==> src/rtl/ppi_bus_master_if.sv <==
// rtl/ppi_bus_master_if.sv - request/response and PPI pin bundle for ppi_bus_master
interface ppi_bus_master_if;
  logic       req_valid;
  logic       req_ready;
  logic       req_write;
  logic [1:0] req_addr;
  logic [7:0] req_wdata;
  logic       rst_req;
  logic       rsp_valid;
  logic [7:0] rsp_rdata;
  logic       busy;
  logic       CS_n;
  logic       RD_n;
  logic       WR_n;
  logic [1:0] A;
  logic [7:0] D_out;
  logic       D_oe;
  logic [7:0] D_in;
  logic       ppi_Reset;

  modport master (
    input  req_valid, req_write, req_addr, req_wdata, rst_req, D_in,
    output req_ready, rsp_valid, rsp_rdata, busy,
           CS_n, RD_n, WR_n, A, D_out, D_oe, ppi_Reset
  );

  modport slave (
    output req_valid, req_write, req_addr, req_wdata, rst_req, D_in,
    input  req_ready, rsp_valid, rsp_rdata, busy,
           CS_n, RD_n, WR_n, A, D_out, D_oe, ppi_Reset
  );
endinterface

==> src/rtl/ppi_bus_master.sv <==
// rtl/ppi_bus_master.sv - 8255 PPI bus-cycle initiator with reset pulse generator
module ppi_bus_master #(
  parameter int SETUP_CYC  = 1,
  parameter int STROBE_CYC = 2,
  parameter int HOLD_CYC   = 1,
  parameter int RESET_CYC  = 4
) (
  input  logic              clk,
  input  logic              Reset_n,
  ppi_bus_master_if.master  bus
);

  localparam int MAX_AB  = (SETUP_CYC > STROBE_CYC) ? SETUP_CYC : STROBE_CYC;
  localparam int MAX_CD  = (HOLD_CYC > RESET_CYC) ? HOLD_CYC : RESET_CYC;
  localparam int MAX_CYC = (MAX_AB > MAX_CD) ? MAX_AB : MAX_CD;
  // Counter holds (cycles-1) down to zero, so it only needs to reach MAX_CYC-1.
  localparam int CW      = (MAX_CYC > 1) ? $clog2(MAX_CYC) : 1;

  typedef enum logic [2:0] {IDLE, SETUP, STROBE, HOLD, PRST} state_t;

  state_t        state_q, state_d;
  logic [CW-1:0] cnt_q, cnt_d;
  logic          wr_q, wr_d;
  logic          cs_q, cs_d;
  logic          rd_q, rd_d;
  logic          wrn_q, wrn_d;
  logic [1:0]    a_q, a_d;
  logic [7:0]    dout_q, dout_d;
  logic          doe_q, doe_d;
  logic          rv_q, rv_d;
  logic [7:0]    rdata_q, rdata_d;
  logic          prst_q, prst_d;
  logic          ready_q, ready_d;
  logic          busy_q, busy_d;

  // Next-state and next-output computation; every pin is registered from these.
  always_comb begin
    state_d = state_q;
    cnt_d   = cnt_q;
    wr_d    = wr_q;
    cs_d    = cs_q;
    rd_d    = rd_q;
    wrn_d   = wrn_q;
    a_d     = a_q;
    dout_d  = dout_q;
    doe_d   = doe_q;
    rv_d    = 1'b0;
    rdata_d = rdata_q;
    prst_d  = prst_q;
    ready_d = 1'b0;
    case (state_q)
      IDLE: begin
        if (bus.rst_req) begin
          // Reset pulse wins; a simultaneous request is left pending.
          state_d = PRST;
          cnt_d   = CW'(RESET_CYC - 1);
          prst_d  = 1'b1;
          cs_d    = 1'b1;
        end else if (bus.req_valid && ready_q) begin
          state_d = SETUP;
          cnt_d   = CW'(SETUP_CYC - 1);
          wr_d    = bus.req_write;
          cs_d    = 1'b0;
          a_d     = bus.req_addr;
          doe_d   = bus.req_write;
          if (bus.req_write) dout_d = bus.req_wdata;
        end else begin
          // ready stays low for the rsp_valid cycle, so there is always one idle gap.
          ready_d = 1'b1;
        end
      end
      SETUP: begin
        if (cnt_q == '0) begin
          state_d = STROBE;
          cnt_d   = CW'(STROBE_CYC - 1);
          rd_d    = wr_q;
          wrn_d   = ~wr_q;
        end else begin
          cnt_d = cnt_q - CW'(1);
        end
      end
      STROBE: begin
        if (cnt_q == '0) begin
          state_d = HOLD;
          cnt_d   = CW'(HOLD_CYC - 1);
          rd_d    = 1'b1;
          wrn_d   = 1'b1;
          if (!wr_q) rdata_d = bus.D_in;
        end else begin
          cnt_d = cnt_q - CW'(1);
        end
      end
      HOLD: begin
        if (cnt_q == '0) begin
          state_d = IDLE;
          cs_d    = 1'b1;
          doe_d   = 1'b0;
          rv_d    = 1'b1;
        end else begin
          cnt_d = cnt_q - CW'(1);
        end
      end
      PRST: begin
        if (cnt_q == '0) begin
          state_d = IDLE;
          prst_d  = 1'b0;
          ready_d = 1'b1;
        end else begin
          cnt_d = cnt_q - CW'(1);
        end
      end
      default: begin
        state_d = IDLE;
      end
    endcase
    busy_d = (state_d != IDLE);
  end

  // State and output registers with synchronous active-low reset.
  always_ff @(posedge clk) begin
    if (!Reset_n) begin
      state_q <= IDLE;
      cnt_q   <= '0;
      wr_q    <= 1'b0;
      cs_q    <= 1'b1;
      rd_q    <= 1'b1;
      wrn_q   <= 1'b1;
      a_q     <= 2'b00;
      dout_q  <= 8'h00;
      doe_q   <= 1'b0;
      rv_q    <= 1'b0;
      rdata_q <= 8'h00;
      prst_q  <= 1'b0;
      ready_q <= 1'b0;
      busy_q  <= 1'b0;
    end else begin
      state_q <= state_d;
      cnt_q   <= cnt_d;
      wr_q    <= wr_d;
      cs_q    <= cs_d;
      rd_q    <= rd_d;
      wrn_q   <= wrn_d;
      a_q     <= a_d;
      dout_q  <= dout_d;
      doe_q   <= doe_d;
      rv_q    <= rv_d;
      rdata_q <= rdata_d;
      prst_q  <= prst_d;
      ready_q <= ready_d;
      busy_q  <= busy_d;
    end
  end

  assign bus.req_ready = ready_q;
  assign bus.rsp_valid = rv_q;
  assign bus.rsp_rdata = rdata_q;
  assign bus.busy      = busy_q;
  assign bus.CS_n      = cs_q;
  assign bus.RD_n      = rd_q;
  assign bus.WR_n      = wrn_q;
  assign bus.A         = a_q;
  assign bus.D_out     = dout_q;
  assign bus.D_oe      = doe_q;
  assign bus.ppi_Reset = prst_q;

endmodule

==> src/flat_wrapper.sv <==
// flat-port wrapper written by rule: the top's interface ports become plain ports
module ppi_bus_master_flat 
#(
  parameter int SETUP_CYC  = 1,
  parameter int STROBE_CYC = 2,
  parameter int HOLD_CYC   = 1,
  parameter int RESET_CYC  = 4
)
  (clk, Reset_n, bus_req_valid, bus_req_write, bus_req_addr, bus_req_wdata, bus_rst_req, bus_D_in, bus_req_ready, bus_rsp_valid, bus_rsp_rdata, bus_busy, bus_CS_n, bus_RD_n, bus_WR_n, bus_A, bus_D_out, bus_D_oe, bus_ppi_Reset);
  ppi_bus_master_if bus_i ();
  input  logic clk;
  input  logic Reset_n;
  input wire logic [$bits(bus_i.req_valid)-1:0] bus_req_valid;
  input wire logic [$bits(bus_i.req_write)-1:0] bus_req_write;
  input wire logic [$bits(bus_i.req_addr)-1:0] bus_req_addr;
  input wire logic [$bits(bus_i.req_wdata)-1:0] bus_req_wdata;
  input wire logic [$bits(bus_i.rst_req)-1:0] bus_rst_req;
  input wire logic [$bits(bus_i.D_in)-1:0] bus_D_in;
  output wire logic [$bits(bus_i.req_ready)-1:0] bus_req_ready;
  output wire logic [$bits(bus_i.rsp_valid)-1:0] bus_rsp_valid;
  output wire logic [$bits(bus_i.rsp_rdata)-1:0] bus_rsp_rdata;
  output wire logic [$bits(bus_i.busy)-1:0] bus_busy;
  output wire logic [$bits(bus_i.CS_n)-1:0] bus_CS_n;
  output wire logic [$bits(bus_i.RD_n)-1:0] bus_RD_n;
  output wire logic [$bits(bus_i.WR_n)-1:0] bus_WR_n;
  output wire logic [$bits(bus_i.A)-1:0] bus_A;
  output wire logic [$bits(bus_i.D_out)-1:0] bus_D_out;
  output wire logic [$bits(bus_i.D_oe)-1:0] bus_D_oe;
  output wire logic [$bits(bus_i.ppi_Reset)-1:0] bus_ppi_Reset;
  assign bus_i.req_valid = bus_req_valid;
  assign bus_i.req_write = bus_req_write;
  assign bus_i.req_addr = bus_req_addr;
  assign bus_i.req_wdata = bus_req_wdata;
  assign bus_i.rst_req = bus_rst_req;
  assign bus_i.D_in = bus_D_in;
  assign bus_req_ready = bus_i.req_ready;
  assign bus_rsp_valid = bus_i.rsp_valid;
  assign bus_rsp_rdata = bus_i.rsp_rdata;
  assign bus_busy = bus_i.busy;
  assign bus_CS_n = bus_i.CS_n;
  assign bus_RD_n = bus_i.RD_n;
  assign bus_WR_n = bus_i.WR_n;
  assign bus_A = bus_i.A;
  assign bus_D_out = bus_i.D_out;
  assign bus_D_oe = bus_i.D_oe;
  assign bus_ppi_Reset = bus_i.ppi_Reset;
  ppi_bus_master #(.SETUP_CYC(SETUP_CYC), .STROBE_CYC(STROBE_CYC), .HOLD_CYC(HOLD_CYC), .RESET_CYC(RESET_CYC)) u_core (.clk(clk), .Reset_n(Reset_n), .bus(bus_i));
endmodule
==> config.mk <==
export PLATFORM = sky130hd
export DESIGN_NAME = ppi_bus_master_flat
export DESIGN_NICKNAME = d
export VERILOG_FILES = /design/src/rtl/ppi_bus_master_if.sv /design/src/rtl/ppi_bus_master.sv /design/src/flat_wrapper.sv
export SDC_FILE = /design/constraint.sdc
export NUM_CORES = 1
export LEC_CHECK = 0
export CORE_UTILIZATION = 40
export CTS_BUF_LIST = sky130_fd_sc_hd__clkbuf_4 sky130_fd_sc_hd__clkbuf_8
export CTS_CLUSTER_SIZE = 25
export DETAILED_ROUTE_END_ITERATION = 10
export PLACE_DENSITY = 0.74
export SETUP_SLACK_MARGIN = 0.15
export SYNTH_ARGS = -nofsm -noshare
export SYNTH_HDL_FRONTEND = slang
export SYNTH_SLANG_ARGS = --single-unit
==> constraint.sdc <==
create_clock -name clk -period 1.65 [get_ports clk]
set_input_delay 0.33 -clock clk [delete_from_list [all_inputs] [get_ports clk]]
set_output_delay 0.33 -clock clk [all_outputs]
set_load 0.05 [all_outputs]
==> results.py <==
metrics = {
    "drt": {
        "vias": 1339,
        "drt_iter0_drc": 39,
        "drcViolationCount": 0,
        "final_antenna_net_count": 0,
        "finalWirelength_mm": 3.52,
        "avgRoutedWirePerCell_um": 13.2,
        "viasPerCell": 5.03,
        "drt-pass1-iter-count": 4,
    },
    "final_layout": {
        "area.growth.synth_to_final_pct": 46.4,
        "nNetsFinal": 245,
        "seq_area_um2": 652,
        "drive_gt1_share_pct": 29.5,
        "multi_input_area_um2": 795,
        "num_antenna_cells": 0,
        "nFillCells": 299,
    },
    "sta": {
        "rsz0062_at_grt": "true",
        "tightestPinTransition_ns": 0.404,
        "whs_ns": 0.491,
        "hold_viol": 0,
        "period_needed_ns": 1.50,
        "worst_slack_ns": 0.153,
        "clock_skew_ns": 0.00853,
        "slew-limit-headroom_pct": 73.0,
        "period_share_pct": 90.7,
        "fmax_ghz": 0.668,
        "finalMaxSlewViolations": 0,
        "setup_viol": 0,
    },
    "grt": {
        "track_usage_pct": 19.1,
        "antenna_found_initial": 0,
        "grt_max_degree": 22,
        "grt_pass1_vias": 1296,
        "grt_overflow": 0,
        "grt_pass1_wl_mm": 5.94,
    },
    "clock_tree": {
        "cts_root_buf": "clkbuf_8",
        "cts_made_buffers": 5,
        "path_clk_slew_ns": 0.07,
        "htree_levels": 2,
        "tritoncts": "yes",
        "clock_path_buffers": 2,
        "ctsHoldBuffers": 0,
        "clock_sinks": 32,
        "clk_latency_ns": 0.29,
    },
    "logic_synthesis": {
        "ys_seq_area_share_pct": 42.8,
        "ys_top_cells_by_area": "dfxtp_1 (43%), mux2i_1 (13%), nor2b_1 (8.4%)",
        "synthFlopType": "dfxtp_1",
        "synth_area_leader_cell": "dfxtp_1",
        "ys_types": 35,
        "synthTopCellsByCount": "dfxtp_1 (32), mux2i_1 (20), nor2b_1 (20)",
        "ys_async_sr_fraction_pct": 0,
        "synth_area_um2": 1500,
        "synth_warnings": 0,
        "ys_ff_latch": 32,
        "synth.avg_cell_area_um2": 9.54,
        "syn-num-nets": 183,
        "synth-edff-count": 0,
        "yosysTopAreaCellShare_pct": 42.8,
        "yosysMostFrequentCell": "dfxtp_1",
        "syn-instance-count": 157,
    },
    "critical_path": {
        "crit_chain": "inv_2 -> ha_4 -> a21o_1 -> a221oi_2 -> o221ai_1 -> and3b_1",
        "crit_path_top_delay_cell": "dfxtp_2",
        "slowest_delay_ns": 0.34,
        "reg2reg_from": "u_core.cnt_q[0]",
        "cp-start-kind": "register",
        "cp_max_fo": 7,
        "worstPathArrival_ns": 1.68,
        "path_class": "reg -> reg",
        "rr_worst_depth": 6,
        "crit_required_ns": 1.83,
        "end_kind": "register",
        "cp-startpoint": "u_core.cnt_q[0]",
    },
    "die": {
        "io_pins": 49,
        "initial_core_util_pct": 43.2,
        "die_y_um": 63.2,
        "fp.dieW_um": 63.2,
        "die_area_um2": 3990,
        "core_area_um2": 3470,
        "num_rows": 21,
    },
    "place": {
        "dpl.hpwl_mm": 2.51,
        "place_congestion": 0.793,
        "port_buffers": 48,
        "place_ws_ns": -0.168,
    },
    "pwr": {
        "power-per-cell-area_nw_per_um2": 935,
        "pwr-share-comb_pct": 27.6,
        "ir_drop_v": 0.000698,
        "leakage_uw": 0.000979,
        "seqPwrFrac_pct": 42.2,
        "power_switching_share_pct": 29.7,
        "internal-power_uw": 1440,
        "switchingPower_uw": 610,
        "clkPwrFrac_pct": 30.2,
    },
    "run_status": {
        "status": "completed",
    },
    "hold_path": {
        "hold_start": "u_core.wr_q",
        "hp-class": "reg -> reg",
        "min_path_cells": 2,
    },
    "flow_run": {
        "maxCapViolCount": 0,
    },
}
[cells in the final DEF, fill, tap and decap left out, types with 2 or more instances in the layout]
cell	n
nand2_1	13
o22ai_1	2
dfxtp_4	2
nand3b_1	2
nor2b_1	19
ha_1	2
a21boi_1	2
nor2_1	7
clkbuf_8	6
nor3_1	2
clkinv_2	2
buf_12	2
o211ai_1	3
dfxtp_1	27
inv_1	2
xor2_1	2
clkdlybuf4s50_1	21
and3b_1	4
buf_4	43
inv_2	2
nand2b_1	3
dfxtp_2	3
a21oi_1	9
a31oi_1	2
nand3_1	2
mux2i_1	20
[sequential cells by signal, summed over array words and instances (netlist names), 2 cells and up]
| signal | count |
|---|---|
| u_core.bus.D_out | 8 |
| u_core.bus.rsp_rdata | 8 |
| u_core.bus.A | 2 |
| u_core.cnt_q | 2 |
| u_core.state_q | 3 |
[power by group through the flow]
stage / registers (µW) / logic, µW / clock network (µW)
after global placement: 883 / 461 / 0
final: 866 / 565 / 619
after CTS: 863 / 524 / 634
after global routing: 872 / 606 / 683
after detailed placement: 885 / 474 / 0
after floorplan: 935 / 262 / 0
[critical path: cells and delay by family (launching register included)]
family,cells,cell delay (ns)
compound gates,3,0.62
fa+ha+maj,1,0.18
buf+inv,1,0.05
flops,1,0.34
simple gates,1,0.20
[layer usage]
layer	track usage (%)	wire length, µm
met5	0	0
met1	21.8	1510
met4	9.38	72
met3	4.35	183
met2	33.3	1760
[path summary, 6_finish.rpt]
check | end | slack (ns)
max | u_core.cnt_q[0] | 0.15
min | u_core.wr_q | 0.49
max reg2reg | u_core.cnt_q[0] | 0.15
min reg2reg | u_core.wr_q | 0.49
[logic make-up after synthesis]
logic type	Yosys count	synth area share (%)
AO/OA/AOI/OAI	27	12.4
XOR/XNOR	2	1.17
adder cells (fa/ha/maj)	3	2.51
buffers and inverters	16	5.85
flip-flops	32	42.8
multiplexers	20	13.4
AND/OR/NAND/NOR	57	22.0
[through the flow]
stage | utilization, % | instances | area [µm²] | TNS (ns) | total power [µW]
final | 63.2 | 266 | 2190 | 0 | 2050
after global routing | 63.2 | 266 | 2190 | 0 | 2160
after CTS | 62.2 | 262 | 2160 | 0 | 2020
after floorplan | - | 157 | 1520 | 0 | 1200
after global placement | 58.3 | 250 | 2020 | -0.836 | 1340
after detailed placement | 58.3 | 250 | 2020 | -1.36 | 1360
[layout make-up]
type / instances / share of cell area (%)
Sequential cell: 32 / 29.7
Inverter: 4 / 0.685
Timing Repair Buffer: 67 / 26.5
Tap cell: 46 / 2.62
Multi-Input combinational cell: 109 / 36.2
Clock buffer: 6 / 3.76
Clock inverter: 2 / 0.456
[timing repair]
action / CTS / global route
setup buffers: 4 / 4
endpoints found under the setup margin: 14 / 11
cloned: 0 / 0
pin swaps: 2 / 7
resized for setup: 7 / 3
No activity file was read; power rests on OpenSTA's default activity.
